## src/rtl/uart_pkg.sv

```systemverilog
// Shared types and helpers for the UART transmit channel.
// State encoding, parity-mode constants and a constant-foldable clog2.
package uart_pkg;

  typedef enum logic [2:0] {
    IDLE,
    START,
    DATA,
    PARITY,
    STOP
  } uart_state_e;

  localparam int PARITY_NONE = 0;
  localparam int PARITY_EVEN = 1;
  localparam int PARITY_ODD  = 2;

  function automatic int clog2(input int value);
    int result;
    int v;
    result = 0;
    v      = value - 1;
    while (v > 0) begin
      result = result + 1;
      v      = v >> 1;
    end
    return result;
  endfunction

endpackage

```

## src/rtl/uart_tx_fifo.sv

```systemverilog
// Small synchronous FIFO holding words waiting for the transmitter.
// Push is dropped when full and pop is dropped when empty.
module uart_tx_fifo
  import uart_pkg::*;
#(
  parameter int WIDTH = 8,
  parameter int DEPTH = 4
) (
  input  logic                   clk,
  input  logic                   rst,
  input  logic                   push,
  input  logic [WIDTH-1:0]       push_data,
  input  logic                   pop,
  output logic [WIDTH-1:0]       pop_data,
  output logic                   full,
  output logic                   empty,
  output logic [clog2(DEPTH):0]  count
);

  localparam int AW = clog2(DEPTH);
  localparam logic [AW:0] FULL_COUNT = (AW + 1)'(DEPTH);

  logic [WIDTH-1:0] mem_q [DEPTH];
  logic [AW-1:0]    wr_ptr_q, wr_ptr_d;
  logic [AW-1:0]    rd_ptr_q, rd_ptr_d;
  logic [AW:0]      count_q, count_d;
  logic             do_push, do_pop;

  assign full     = (count_q == FULL_COUNT);
  assign empty    = (count_q == '0);
  assign count    = count_q;
  assign pop_data = mem_q[rd_ptr_q];
  assign do_push  = push && !full;
  assign do_pop   = pop && !empty;

  always_comb begin
    wr_ptr_d = wr_ptr_q;
    rd_ptr_d = rd_ptr_q;
    count_d  = count_q;
    if (do_push) begin
      wr_ptr_d = wr_ptr_q + AW'(1);
    end
    if (do_pop) begin
      rd_ptr_d = rd_ptr_q + AW'(1);
    end
    case ({do_push, do_pop})
      2'b10:   count_d = count_q + (AW + 1)'(1);
      2'b01:   count_d = count_q - (AW + 1)'(1);
      default: count_d = count_q;
    endcase
  end

  always_ff @(posedge clk or posedge rst) begin
    if (rst) begin
      wr_ptr_q <= '0;
      rd_ptr_q <= '0;
      count_q  <= '0;
    end else begin
      wr_ptr_q <= wr_ptr_d;
      rd_ptr_q <= rd_ptr_d;
      count_q  <= count_d;
    end
  end

  // Storage carries no reset so it can map onto plain RAM.
  always_ff @(posedge clk) begin
    if (do_push) begin
      mem_q[wr_ptr_q] <= push_data;
    end
  end

endmodule

```

## src/rtl/uart_tx_channel.sv

```systemverilog
// UART transmit channel: start, DATA_BITS payload LSB first, optional parity, stop bits.
// Define UART_TX_FIFO_EN to queue words in a FIFO_DEPTH-entry FIFO in front of the framer.
module uart_tx_channel
  import uart_pkg::*;
#(
  parameter int CLK_RATE    = 100_000_000,
  parameter int BAUD_RATE   = 19200,
  parameter int DATA_BITS   = 8,
  parameter int PARITY_MODE = PARITY_EVEN,
  parameter int STOP_BITS   = 1,
  parameter int FIFO_DEPTH  = 4
) (
  input  logic                        clk,
  input  logic                        rst,
  input  logic [DATA_BITS-1:0]        tx_data,
  input  logic                        tx_valid,
  output logic                        tx_ready,
  output logic                        tx,
  output logic                        tx_busy,
  output logic [clog2(FIFO_DEPTH):0]  fifo_count
);

  localparam int BIT_CYCLES = CLK_RATE / BAUD_RATE;
  localparam int TW         = clog2(BIT_CYCLES);
  localparam int BW         = 4;

  uart_state_e          state_q, state_d;
  logic [TW-1:0]        timer_q, timer_d;
  logic [BW-1:0]        bit_cnt_q, bit_cnt_d;
  logic [DATA_BITS-1:0] shift_q, shift_d;
  logic                 par_q, par_d;
  logic                 tx_q, tx_d;
  logic                 rdy_en_q;

  logic                 accept;
  logic                 bit_done;
  logic                 last_data;
  logic                 last_stop;
  logic                 stop_end;
  logic                 load_slot;
  logic                 load;
  logic                 word_avail;
  logic [DATA_BITS-1:0] load_word;

  assign accept    = tx_valid && tx_ready;
  assign bit_done  = (timer_q == TW'(BIT_CYCLES - 1));
  assign last_data = (bit_cnt_q == BW'(DATA_BITS - 1));
  assign last_stop = (bit_cnt_q == BW'(STOP_BITS - 1));
  assign stop_end  = (state_q == STOP) && bit_done && last_stop;
  // A new frame may only be loaded from IDLE or on the final cycle of STOP.
  assign load_slot = (state_q == IDLE) || stop_end;
  assign load      = load_slot && word_avail;

`ifdef UART_TX_FIFO_EN
  logic                 fifo_full, fifo_empty, fifo_push, fifo_pop;
  logic [DATA_BITS-1:0] fifo_head;

  // An empty FIFO is bypassed so the start bit is not delayed by a queue cycle.
  assign tx_ready   = rdy_en_q && !fifo_full;
  assign word_avail = !fifo_empty || accept;
  assign load_word  = fifo_empty ? tx_data : fifo_head;
  assign fifo_pop   = load_slot && !fifo_empty;
  assign fifo_push  = accept && !(load_slot && fifo_empty);

  uart_tx_fifo #(
    .WIDTH (DATA_BITS),
    .DEPTH (FIFO_DEPTH)
  ) u_fifo (
    .clk       (clk),
    .rst       (rst),
    .push      (fifo_push),
    .push_data (tx_data),
    .pop       (fifo_pop),
    .pop_data  (fifo_head),
    .full      (fifo_full),
    .empty     (fifo_empty),
    .count     (fifo_count)
  );
`else
  assign tx_ready   = rdy_en_q && (state_q == IDLE);
  assign word_avail = accept;
  assign load_word  = tx_data;
  assign fifo_count = '0;
`endif

  always_ff @(posedge clk or posedge rst) begin
    if (rst) begin
      state_q <= IDLE;
    end else begin
      state_q <= state_d;
    end
  end

  always_comb begin
    state_d = state_q;
    case (state_q)
      IDLE:   if (word_avail) state_d = START;
      START:  if (bit_done) state_d = DATA;
      DATA: begin
        if (bit_done && last_data) begin
          state_d = (PARITY_MODE == PARITY_NONE) ? STOP : PARITY;
        end
      end
      PARITY: if (bit_done) state_d = STOP;
      STOP:   if (stop_end) state_d = word_avail ? START : IDLE;
      default: state_d = IDLE;
    endcase
  end

  always_comb begin
    tx_d = 1'b1;
    case (state_q)
      START:   tx_d = 1'b0;
      DATA:    tx_d = shift_q[0];
      PARITY:  tx_d = par_q;
      default: tx_d = 1'b1;
    endcase
  end

  always_comb begin
    timer_d   = timer_q;
    bit_cnt_d = bit_cnt_q;
    shift_d   = shift_q;
    par_d     = par_q;
    if (load) begin
      timer_d   = '0;
      bit_cnt_d = '0;
      shift_d   = load_word;
      par_d     = (^load_word) ^ (PARITY_MODE == PARITY_ODD);
    end else if (state_q != IDLE) begin
      if (bit_done) begin
        timer_d   = '0;
        bit_cnt_d = '0;
        if (state_q == DATA) begin
          shift_d = shift_q >> 1;
          if (!last_data) begin
            bit_cnt_d = bit_cnt_q + BW'(1);
          end
        end else if ((state_q == STOP) && !last_stop) begin
          bit_cnt_d = bit_cnt_q + BW'(1);
        end
      end else begin
        timer_d = timer_q + TW'(1);
      end
    end
  end

  always_ff @(posedge clk or posedge rst) begin
    if (rst) begin
      timer_q   <= '0;
      bit_cnt_q <= '0;
      shift_q   <= '0;
      par_q     <= 1'b0;
      tx_q      <= 1'b1;
      rdy_en_q  <= 1'b0;
    end else begin
      timer_q   <= timer_d;
      bit_cnt_q <= bit_cnt_d;
      shift_q   <= shift_d;
      par_q     <= par_d;
      tx_q      <= tx_d;
      rdy_en_q  <= 1'b1;
    end
  end

  assign tx      = tx_q;
  assign tx_busy = (state_q != IDLE) || (fifo_count != '0);

endmodule

```

## config.mk

```make
export PLATFORM = sky130hd
export DESIGN_NAME = uart_tx_channel
export DESIGN_NICKNAME = d
export VERILOG_FILES = /design/src/rtl/uart_pkg.sv /design/src/rtl/uart_tx_fifo.sv /design/src/rtl/uart_tx_channel.sv
export SDC_FILE = /design/constraint.sdc
export NUM_CORES = 1
export LEC_CHECK = 0
export CAP_MARGIN = 20
export CORE_ASPECT_RATIO = 0.9
export CORE_MARGIN = 5
export CORE_UTILIZATION = 33
export DETAILED_ROUTE_END_ITERATION = 8
export PLACE_DENSITY_LB_ADDON = 0.25
export SLEW_MARGIN = 20
export SYNTH_ARGS = -nofsm -noshare
export SYNTH_HDL_FRONTEND = slang
export SYNTH_SLANG_ARGS = --single-unit
```

## constraint.sdc

```tcl
create_clock -name clk -period 1.8 [get_ports clk]
set_input_delay 0.27 -clock clk [delete_from_list [all_inputs] [get_ports clk]]
set_output_delay 0.27 -clock clk [all_outputs]
set_load 0.02 [all_outputs]
```

### After elaboration in Yosys (flattened, before gate mapping)

Index checks and enable logic that the tools add are counted.

* $add $sub $neg: 2
* multiply operators: 0
* div/mod/pow operators: 0
* order comparisons: 0
* eq/ne operators: 11
* shift operators: 0
* muxes and demuxes: 21
* bitwise operators: 0
* reduce and logical (&&, ||, !) cells: 19

Operator list (number)
* $mux 13: 3
* $mux 8: 4
* $mux 4: 6
* $mux 3: 5
* $pmux 3 s5: 1
* $add 13x1->13 const B: 1
* $eq 13x13->1 const B: 1
* $ne 2x2->1 const B: 5
* $reduce_xor 8->1: 1
* $logic_and 1x1->1: 7
* $eq 3x2->1 const B: 2
* $reduce_bool 2->1: 3
* $reduce_and 5->1: 1
* $add 4x1->4 const B: 1
* $eq 4x3->1 const B: 1
* $logic_not 4->1: 1
* $eq 3x1->1 const B: 1
* $eq 3x3->1 const B: 1
* $logic_not 3->1: 1
* $pmux 1 s3: 1
* $reduce_and 3->1: 1
* $reduce_bool 3->1: 1
* $reduce_and 2->1: 1
* $logic_not 1->1: 1
* 2 further kinds: 2

* bits in registers: 31
* bits in latches: 0
* RAM bits: 0
* bits in read-only memories: 0
* output and inout port bits: 6
* memories kept: 0

### Depth between registers and ports, before layout

Gate-level depths: netlist (run 1).

* depth after elaboration: 8
* mapped depth: 7
* gate-level depth less buffers: 6

### Least setup slack after synthesis (run 1)

OpenSTA, ideal clock, no wires.

* path type: flip-flop to flip-flop
* start: register timer_q[3]
* end: register shift_q[0]
* data arrival time: 1.722 ns
* data required time: 1.675 ns
* setup slack: -0.047 ns
* stages on the path, launching flop included: 5
* path buffers: 0
* period minus slack after synthesis: 1.847 ns
* cells stage by stage: dfrtp_1 nor4_4 nand4_4 o31ai_4 mux2_2

* cells in the longest elaborated chain, start to end: 7
* elaborated cells between the ends (all ways): 10

Ends and longest elaborated chain
* start, declared: RTL line uart_tx_channel.sv:28 `logic [TW-1:0] timer_q, timer_d;`
* start signal, assigned: RTL line uart_tx_channel.sv:157 `timer_q <= timer_d;`
* $eq 13x13->1 *: RTL line uart_tx_channel.sv:46 `assign bit_done = (timer_q == TW'(BIT_CYCLES - 1));`
* $logic_and 1x1->1 (2 in series): RTL line uart_tx_channel.sv:49 `assign stop_end = (state_q == STOP) && bit_done && last_stop;`
* $logic_or 1x1->1: RTL line uart_tx_channel.sv:51 `assign load_slot = (state_q == IDLE) || stop_end;`
* $logic_and 1x1->1: RTL line uart_tx_channel.sv:52 `assign load = load_slot && word_avail;`
* $reduce_bool 2->1 (no source line)
* $reduce_and 3->1 (no source line)
* end signal, assigned: RTL line uart_tx_channel.sv:159 `shift_q <= shift_d;`
* end, declared: RTL line uart_tx_channel.sv:30 `logic [DATA_BITS-1:0] shift_q, shift_d;`

Mark *: on every way between the ends. The rest lies on a longest branch, timed or not.
A chain may end at the register's enable or synchronous reset.

### Worst setup path in the final report (run 1)

* start: register timer_q[3]
* end: register state_q[1]

* cells in the longest elaborated chain, start to end: 5
* elaborated cells between the ends (all ways): 9

Ends and longest elaborated chain
* $eq 13x13->1 *: RTL line uart_tx_channel.sv:46
* $logic_and 1x1->1 (2 in series): RTL line uart_tx_channel.sv:49
* $ne 2x2->1 (no source line)
* $reduce_and 5->1 (no source line) *
* end signal, assigned: RTL line uart_tx_channel.sv:90 `state_q <= state_d;`
* end, declared: RTL line uart_tx_channel.sv:27 `uart_state_e state_q, state_d;`

Marks and branches as above.

==> reports/metrics.yaml, run 1 <==
leakagePower_nw: 0.9863
setup_viol: 0
ant_nets: 0
die_x_um: 88.02
rsz0062_at_grt: "true"
holdBufCountCts: 0
initial_core_util_pct: 34.20
dr.pass1.iters: 6
antenna_found_initial: 0
nNetsFinal: 232
drc: 0
synth_compound_area_share_pct: 12.04
synthXorXnorAreaFrac_pct: 6.782
num_vias: 1413
fp.dieH_um: 80.22
fin_worst_skew_ns: 0.006206
netlist_top_cells_area: "dfrtp_1 42%, mux2_2 8.1%, xnor2_1 4.4%"
crit_type: "reg2reg"
syn_area_mm2: 0.001808
cts_root_buf: "clkbuf_8"
rows: 25
crit_fanout: 8
muxShareOfSynthArea_pct: 9.204
cp.arrival_ns: 1.98
end_kind: "register"
synth-edff-count: 0
crit_chain: "nor4_4, nand4_4, buf_4, or3_2, a21oi_2"
seq_area_um2: 777.0
wl_per_cell_um: 13.58
syn_to_final_growth_pct: 28.17
ys_ff_latch: 31
clkTransAtPathRegs_ns: 0.07
post-route-period-util_pct: 98.16
p_per_area_mw_per_mm2: 574.7
synth_area_per_cell_um2: 10.16
peakVddDrop_mv: 0.2843
outcome: "complete, no violations"
max_freq_mhz: 566.0
synthCells: 178
hold_path_class: "in2async"
fin_crit_ns: 1.767
final_layout_size_suffix_gt1_share_pct: 28.44
grt_pass1_wl_mm: 6.665
report.final.slew_viol_count: 0
vias_per_cell: 4.958
gp_congestion: 0.7922
routed_wl_mm: 3.870
grt_max_degree: 32
ys_top_cells_by_count: "30 x dfrtp_1, 13 x mux2_2, 10 x nand3_1, 10 x nor2_1"
cts_resized: 3
drt_iter0_drc: 70
tritoncts: "yes"
crit_required_ns: 2.01
cpMaxStageDelayCell: "or3_2"
cts-buffers-inserted: 5
maxCapViolations: 0
cts.sinks: 31
yosys.area_share.simple_pct: 22.01
clkLatencyLatePin_ns: 0.28
ys.flop_type: "dfrtp_1"
setup_tns_ns: 0
synth_warnings: 0
synth.yosys.seq_area_share_pct: 42.98
slowest_delay_ns: 0.43
cts_max_level: 2
grt_pass1_vias: 1387
synth_top_family_by_area: "simple AND/OR/NAND/NOR gates"
hold_violations: 0
io_pins: 17
clk_path_buf_depth: 2
yosys.area.top_type: "dfrtp_1"
cts_setup_buffers: 0
multi_input_area_um2: 992.2
io_buffer_count: 13
dieArea_mm2: 0.007061
synth.most_common_cell: "dfrtp_1"
dp_hpwl_mm: 2.818
synthAdderAreaFrac_pct: 2.076
num_antenna_cells: 0
start_kind: "register"
grt_overflow: 0
fin_ws_ns: 0.03313
ys_types: 47
synthArstFlopShare_pct: 100.0
dpl_worst_slack_ns: -0.07507
final.fill_count: 530
synth_top_area_share_pct: 41.52
grt.total_usage_pct: 12.24
coreArea_mm2: 0.005286
-- path summary, 6_finish.rpt --
kind / from / endpoint / slack (ns) / cells past startpoint
max: timer_q[3]$_DFFE_PP0P_ / state_q[1]$_DFFE_PP0P_ / 0.03 / 5
min in group clk: par_q$_DFFE_PP0N_ / par_q$_DFFE_PP0N_ / 0.49 / 2
min: rst / bit_cnt_q[1]$_DFFE_PP0P_ / 0.37 / 3
max in group asynchronous: rst / tx$_DFF_PP1_ / 1.10 / 3
min reg2reg: par_q$_DFFE_PP0N_ / par_q$_DFFE_PP0N_ / 0.49 / 2
max reg2reg: timer_q[3]$_DFFE_PP0P_ / state_q[1]$_DFFE_PP0P_ / 0.03 / 5
-- cells by family (layout without fill, tap and decap cells) --
| family | count (synthesis) | in the layout |
|---|---|---|
| compound gates | 30 | 30 |
| xor+xnor | 14 | 14 |
| fa+ha+maj | 3 | 3 |
| buf+inv | 17 | 55 |
| flops | 31 | 31 |
| mux | 15 | 15 |
| other cells | 2 | 4 |
| simple gates | 66 | 66 |
-- layout by cell type, fill, tap and decap left out, types with 3 or more instances in the layout --
cell	synthesis	routed
conb_1	2	4
nor2_1	10	10
nand2b_1	3	3
and2_1	4	4
a31oi_1	3	3
or3_1	5	5
mux2_4	0	7
mux2_2	13	6
dfrtp_1	30	30
xnor2_1	9	9
nand2_1	9	9
clkdlybuf4s50_1	0	11
clkbuf_8	0	6
buf_4	4	27
nor3_1	5	4
a21oi_1	5	4
o21ai_0	8	7
inv_1	6	6
nand4_1	4	4
xor2_1	5	5
nand3_1	10	10
o211ai_1	4	4
ha_1	3	3
-- worst max-delay path: cells and delay by family, from the launching register on --
kind                   cells  cell delay (ns)
AOI/OAI and AO/OA          1             0.14
buffers and inverters      1             0.20
DFF                        1             0.41
and+or+nand+nor            3             0.95
-- where the power goes --
group / internal [W] / switching [W] / leakage [nW] / total [W]
Combinational: 0.0000412 / 0.0000378 / 0.569 / 0.0000790
Clock: 0.000300 / 0.000254 / 0.0470 / 0.000553
Sequential: 0.000698 / 0.00000114 / 0.370 / 0.000699
Total: 0.00104 / 0.000293 / 0.986 / 0.00133
-- final cells by class --
cell class | instances | area share [%]
Timing Repair Buffer | 41 | 15.12
Inverter | 7 | 1.134
Sequential cell | 31 | 33.53
Multi-Input combinational cell | 132 | 42.82
Tap cell | 67 | 3.618
Clock buffer | 6 | 3.564
Clock inverter | 1 | 0.2160
-- registers in the layout, indices dropped and copies added, names as in the netlist --
register and flops:
bit_cnt_q 4, state_q 3, tx 1, shift_q 8, par_q 1, rdy_en_q 1, timer_q 13
-- per-layer routing --
| metal | share of wire [%] | up-vias | track usage, % |
|---|---|---|---|
| li1 | - | 714 | - |
| met5 | 0 | - | 0 |
| met2 | 43 | 19 | 17.39 |
| met4 | 1.8 | 0 | 4.985 |
| met1 | 52 | 674 | 17.70 |
| met3 | 3.2 | 6 | 2.769 |
-- per-stage QoR --
stage / instances / area (um^2) / hold slack (ns) / utilization [%] / total power (W)
floorplan: 180 / 1815 / 0.3728 / - / 0.0007595
global placement: 278 / 2197 / 0.4629 / 41.56 / 0.0007932
detailed placement: 278 / 2197 / 0.4836 / 41.56 / 0.0007935
CTS: 285 / 2282 / 0.3818 / 43.17 / 0.001362
global route: 285 / 2317 / 0.4221 / 43.83 / 0.001407
finish: 285 / 2317 / 0.3723 / 43.83 / 0.001332
No activity file was read; power rests on OpenSTA's default activity.
==> inputs of run 2 (changes only) <==
- CORE_ASPECT_RATIO: 0.9 -> 1.25
==> run 2 against run 1 <==
Compared with the run above:
- clock-buffer cell count decreased by 1
- critical endpoint is now shift_q[6]$_DFFE_PP0P_
- core utilization barely moved
- global-route usage shrank 1.1 points
- routed wire length increased by 0.13%
- via count rose by 1.8%
- clock skew is essentially flat
==> reports/metrics.yaml, run 2 (same netlist as run 1, synthesis figures left out) <==
outcome: "complete, no violations"
use_met2_pct: 20.93
total_power_w: 0.001307
crit_type: "reg2reg"
ant_nets: 0
coreArea_mm2: 0.005368
cts_max_level: 2
leakagePower_nw: 0.9997
multi_input_area_um2: 997.2
dp_hpwl_mm: 2.870
grt_pass1_vias: 1461
rows: 30
rsz0062_at_grt: "true"
clkLatencyLatePin_ns: 0.28
fin_worst_skew_ns: 0.006124
start_kind: "register"
dieArea_mm2: 0.007068
syn_to_final_growth_pct: 30.24
seq_area_um2: 777.0
grt_max_degree: 32
largestRegisters: "timer_q (13), shift_q (8), bit_cnt_q (4)"
io_buffer_count: 13
drc: 0
grt_overflow: 0
grt.busiest_layer: "met2"
grt_pass1_wl_mm: 6.513
dr.pass1.iters: 4
final.fill_count: 521
peakVddDrop_mv: 0.2704
end_kind: "register"
use_met1_pct: 12.24
routed_wl_mm: 3.875
initial_core_util_pct: 33.68
p_per_area_mw_per_mm2: 555.0
report.final.slew_viol_count: 0
setup_tns_ns: 0
vias_per_cell: 5.028
use_met3_pct: 2.432
clk_path_buf_depth: 2
reg2reg_to: "shift_q[6]$_DFFE_PP0P_"
fin_crit_ns: 1.782
hold_violations: 0
crit_required_ns: 1.97
largest_register_ffs: 13
most-common-layout-cells: "30 x dfrtp_1, 27 x buf_4, 11 x clkdlybuf4s50_1"
rr_worst_depth: 5
wl_per_cell_um: 13.55
num_vias: 1438
reg2reg_slack_ns: 0.02
antenna_found_initial: 0
gp_congestion: 0.7730
setup_viol: 0
fp.dieH_um: 92.76
max_freq_mhz: 561.0
num_antenna_cells: 0
nNetsFinal: 235
hold_path_class: "in2async"
rr_startpoint: "timer_q[8]$_DFFE_PP0P_"
grt.total_usage_pct: 11.14
post-route-period-util_pct: 99.03
regMostFlops: "timer_q"
cts.sinks: 31
crit_fanout: 3
fin_util_pct: 43.87
drt_iter0_drc: 52
cts-buffers-inserted: 5
hold_ws_ns: 0.3727
tritoncts: "yes"
cp.arrival_ns: 1.95
maxCapViolations: 0
clkTransAtPathRegs_ns: 0.07
io_pins: 17
holdBufCountCts: 0
final_layout_size_suffix_gt1_share_pct: 31.08
critical_path.startpoint: "timer_q[8]$_DFFE_PP0P_"
die_x_um: 76.21
cts_root_buf: "clkbuf_8"
final_common_cell: "dfrtp_1"
-- run 2: worst max-delay path by stage --
stage,to,cells after the start
after floorplan,shift_q[0]$_DFFE_PP0P_,4
after global placement,timer_q[9]$_DFFE_PP0P_,6
after detailed placement,timer_q[9]$_DFFE_PP0P_,6
after CTS,shift_q[1]$_DFFE_PP0P_,5
after global routing,shift_q[1]$_DFFE_PP0P_,5
final,shift_q[6]$_DFFE_PP0P_,5
-- run 2: power breakdown --
part	internal, W	total [W]	switching [W]
combinational	0.0000412	0.0000806	0.0000395
clock	0.000264	0.000527	0.000263
sequential	0.000698	0.000699	0.00000142
total	0.00100	0.00131	0.000304
-- run 2: worst max-delay path, cell delays in order (launching register included) --
cell     delay (ns)
dfrtp_1        0.41
nor4_4         0.37
nand4_4        0.18
o31ai_4        0.24
buf_4          0.17
mux2_2         0.32
-- run 2: layout make-up --
class / instances / area share, %
Timing Repair Buffer: 44 / 16.58
Multi-Input combinational cell: 132 / 42.35
Sequential cell: 31 / 33.00
Inverter: 7 / 1.116
Clock buffer: 5 / 2.922
Tap cell: 64 / 3.401
Clock inverter: 3 / 0.6376
-- run 2: layer usage --
metal	share of wire [%]	wire [um]	up-vias
met1	43	1648	702
met2	54	2077	14
met4	1.5	59	0
li1	-	-	717
met3	2.3	89	5
met5	0	0	-
-- run 2: stage by stage --
| stage | cells | setup slack (ns) | cell area, um^2 |
|---|---|---|---|
| floorplan | 180 | 0.0005976 | 1815 |
| finish | 286 | 0.01753 | 2355 |
| detailed placement | 276 | -0.07986 | 2213 |
| global placement | 276 | -0.05790 | 2213 |
| global route | 286 | -0.03075 | 2355 |
| CTS | 284 | -0.0004430 | 2307 |
-- run 2: repair_timing --
action	CTS	global route
hold endpoints to repair	0	0
resized for setup	6	12
pin swaps	0	3
endpoints found under the setup margin	17	20
setup buffers	0	2
==> inputs of run 3 (changes only) <==
- PLACE_DENSITY: not set -> 0.51
- PLACE_DENSITY_LB_ADDON: 0.25 -> not set
- SYNTH_HIERARCHICAL: not set -> 1
==> run 3 against run 2 <==
Compared with the run above:
- final cell count up 0.35%
- global-route usage up 1.6 points
- routed wire length up 8.3%
- via count up 1.6%
- clock skew down 0.0013 ns
- core utilization down 0.51 points
- hold slack better by 0.0026 ns
- combinational power about the same
- setup slack worse by 0.017 ns
- non-clock buffer count up 1
- fmax down 0.94%
- largest power group unchanged
==> reports/metrics.yaml, run 3 <==
dpl_worst_slack_ns: -0.07781
outcome: "complete, no violations"
cts-buffers-inserted: 5
drt_iter0_drc: 62
dieArea_mm2: 0.007068
ant_nets: 0
synthXorXnorAreaFrac_pct: 6.782
cts.sinks: 31
num_antenna_cells: 0
clk_path_buf_depth: 2
hold_violations: 0
syn_to_final_growth_pct: 28.72
clkTransAtPathRegs_ns: 0.07
yosys.area.top_type: "dfrtp_1"
grt_overflow: 0
crit_type: "reg2reg"
post-route-period-util_pct: 99.96
fin_ws_ns: 0.0006861
gp_congestion: 0.7786
p_clk_share_pct: 40.6
fin_crit_ns: 1.799
wl_per_cell_um: 14.62
vias_per_cell: 5.091
ys_top_cells_by_count: "30 x dfrtp_1, 13 x mux2_2, 10 x nand3_1, 10 x nor2_1"
cts_max_level: 2
report.final.slew_viol_count: 0
grt.total_usage_pct: 12.76
io_pins: 17
seqPwrFrac_pct: 53.2
ys.flop_type: "dfrtp_1"
grt_pass1_wl_mm: 7.300
largestRegisters: "timer_q (13), shift_q (8), bit_cnt_q (4)"
total_power_w: 0.001314
holdBufCountCts: 0
fp.dieH_um: 92.76
synth_compound_area_share_pct: 12.04
nNetsFinal: 236
leakagePower_nw: 1.005
ys_types: 47
synthArstFlopShare_pct: 100.0
synth_top_area_share_pct: 41.52
max_freq_mhz: 555.8
synth.most_common_cell: "dfrtp_1"
hold_ws_ns: 0.3753
synthCells: 178
io_buffer_count: 13
reg2reg_slack_ns: 0.0007
yosys.area_share.simple_pct: 22.01
dp_hpwl_mm: 3.207
maxCapViolations: 0
most-common-layout-cells: "31 x buf_4, 30 x dfrtp_1, 11 x clkdlybuf4s50_1"
ys_ff_latch: 31
routed_wl_mm: 4.195
synth_top_family_by_area: "simple AND/OR/NAND/NOR gates"
hold_path_class: "in2async"
dr.pass1.iters: 4
final_common_cell: "buf_4"
synthAdderAreaFrac_pct: 2.076
drc: 0
fin_cells: 287
initial_core_util_pct: 33.68
p_per_area_mw_per_mm2: 564.6
grt_pass1_vias: 1598
end_kind: "register"
synth-edff-count: 0
muxShareOfSynthArea_pct: 9.204
regMostFlops: "timer_q"
rows: 30
num_vias: 1461
combPwrFrac_pct: 6.1
synth_area_per_cell_um2: 10.16
netSwitchingFraction_pct: 23.12
die_x_um: 76.21
start_kind: "register"
largest_register_ffs: 13
rsz0062_at_grt: "true"
syn_area_mm2: 0.001808
crit_fanout: 8
p_int_w: 0.001010
grt_max_degree: 32
switchingPower_w: 0.0003037
tritoncts: "yes"
final_layout_size_suffix_gt1_share_pct: 29.15
netlist_top_cells_area: "dfrtp_1 42%, mux2_2 8.1%, xnor2_1 4.4%"
cp.arrival_ns: 1.97
antenna_found_initial: 0
crit_required_ns: 1.97
clkLatencyLatePin_ns: 0.28
synth.yosys.seq_area_share_pct: 42.98
setup_tns_ns: 0
place_inst: 278
coreArea_mm2: 0.005368
setup_viol: 0
peakVddDrop_mv: 0.4320
synth_warnings: 6
fin_worst_skew_ns: 0.004797
cts_root_buf: "clkbuf_8"
## run 3: cell types whose count changed in the layout (fill, tap and decap cells not counted), moves of 2 or more
cell	before	now
mux2_4	6	4
mux2_2	7	9
clkbuf_1	0	2
buf_4	27	31
buf_6	2	0
clkinv_2	3	1
## run 3: critical path, stage by stage (launching register included)
cell	delay [ns]
dfrtp_1	0.41
nor4_4	0.38
nand4_4	0.16
o31ai_4	0.24
buf_12	0.17
mux2_2	0.32
## run 3: power by group through the flow
stage | clock, W | sequential, W | combinational [W]
floorplan | 0 | 0.000712 | 0.0000477
detailed placement | 0 | 0.000712 | 0.0000824
global route | 0.000585 | 0.000699 | 0.0000903
CTS | 0.000543 | 0.000699 | 0.0000826
global placement | 0 | 0.000713 | 0.0000799
finish | 0.000534 | 0.000700 | 0.0000807
## run 3: timing repair
action,CTS,global route
pin swaps,1,0
buffers inserted,1,0
resized for setup,5,5
cloned,0,0
setup endpoints to repair,17,21
## run 3: path summary, 6_finish.rpt
kind | depth (start not counted) | startpoint | end
max | 5 | timer_q[9]$_DFFE_PP0P_ | shift_q[1]$_DFFE_PP0P_
max reg2reg | 5 | timer_q[9]$_DFFE_PP0P_ | shift_q[1]$_DFFE_PP0P_
min reg2reg | 1 | timer_q[12]$_DFFE_PP0P_ | timer_q[12]$_DFFE_PP0P_
min in group clk | 1 | timer_q[12]$_DFFE_PP0P_ | timer_q[12]$_DFFE_PP0P_
min | 3 | rst | timer_q[10]$_DFFE_PP0P_
max in group asynchronous | 3 | rst | tx$_DFF_PP1_
## run 3: logic make-up after synthesis
| group | after synthesis |
|---|---|
| AO/OA/AOI/OAI | 30 |
| XOR/XNOR | 14 |
| adder cells (fa/ha/maj) | 3 |
| buffers and inverters | 17 |
| flip-flops | 31 |
| multiplexers | 15 |
| other | 2 |
| AND/OR/NAND/NOR | 66 |
## run 3: routing by layer
layer	GRT usage (%)	routed length, um
met4	4.373	59
met5	0	0
met2	24.21	2275
met3	3.016	126
met1	13.61	1732
## run 3: per-stage QoR
stage	utilization, %	cell area [um^2]
floorplan	-	1815
global placement	41.28	2216
detailed placement	41.28	2216
CTS	43.05	2311
global route	43.36	2327
finish	43.36	2327
## run 3: layout make-up
type / count / area (um^2)
Inverter: 7 / 26.28
Sequential cell: 31 / 777.0
Timing Repair Buffer: 45 / 381.6
Tap cell: 64 / 80.08
Clock buffer: 7 / 76.32
Clock inverter: 1 / 5.005
Fill cell: 528 / 3040
Multi-Input combinational cell: 132 / 980.9
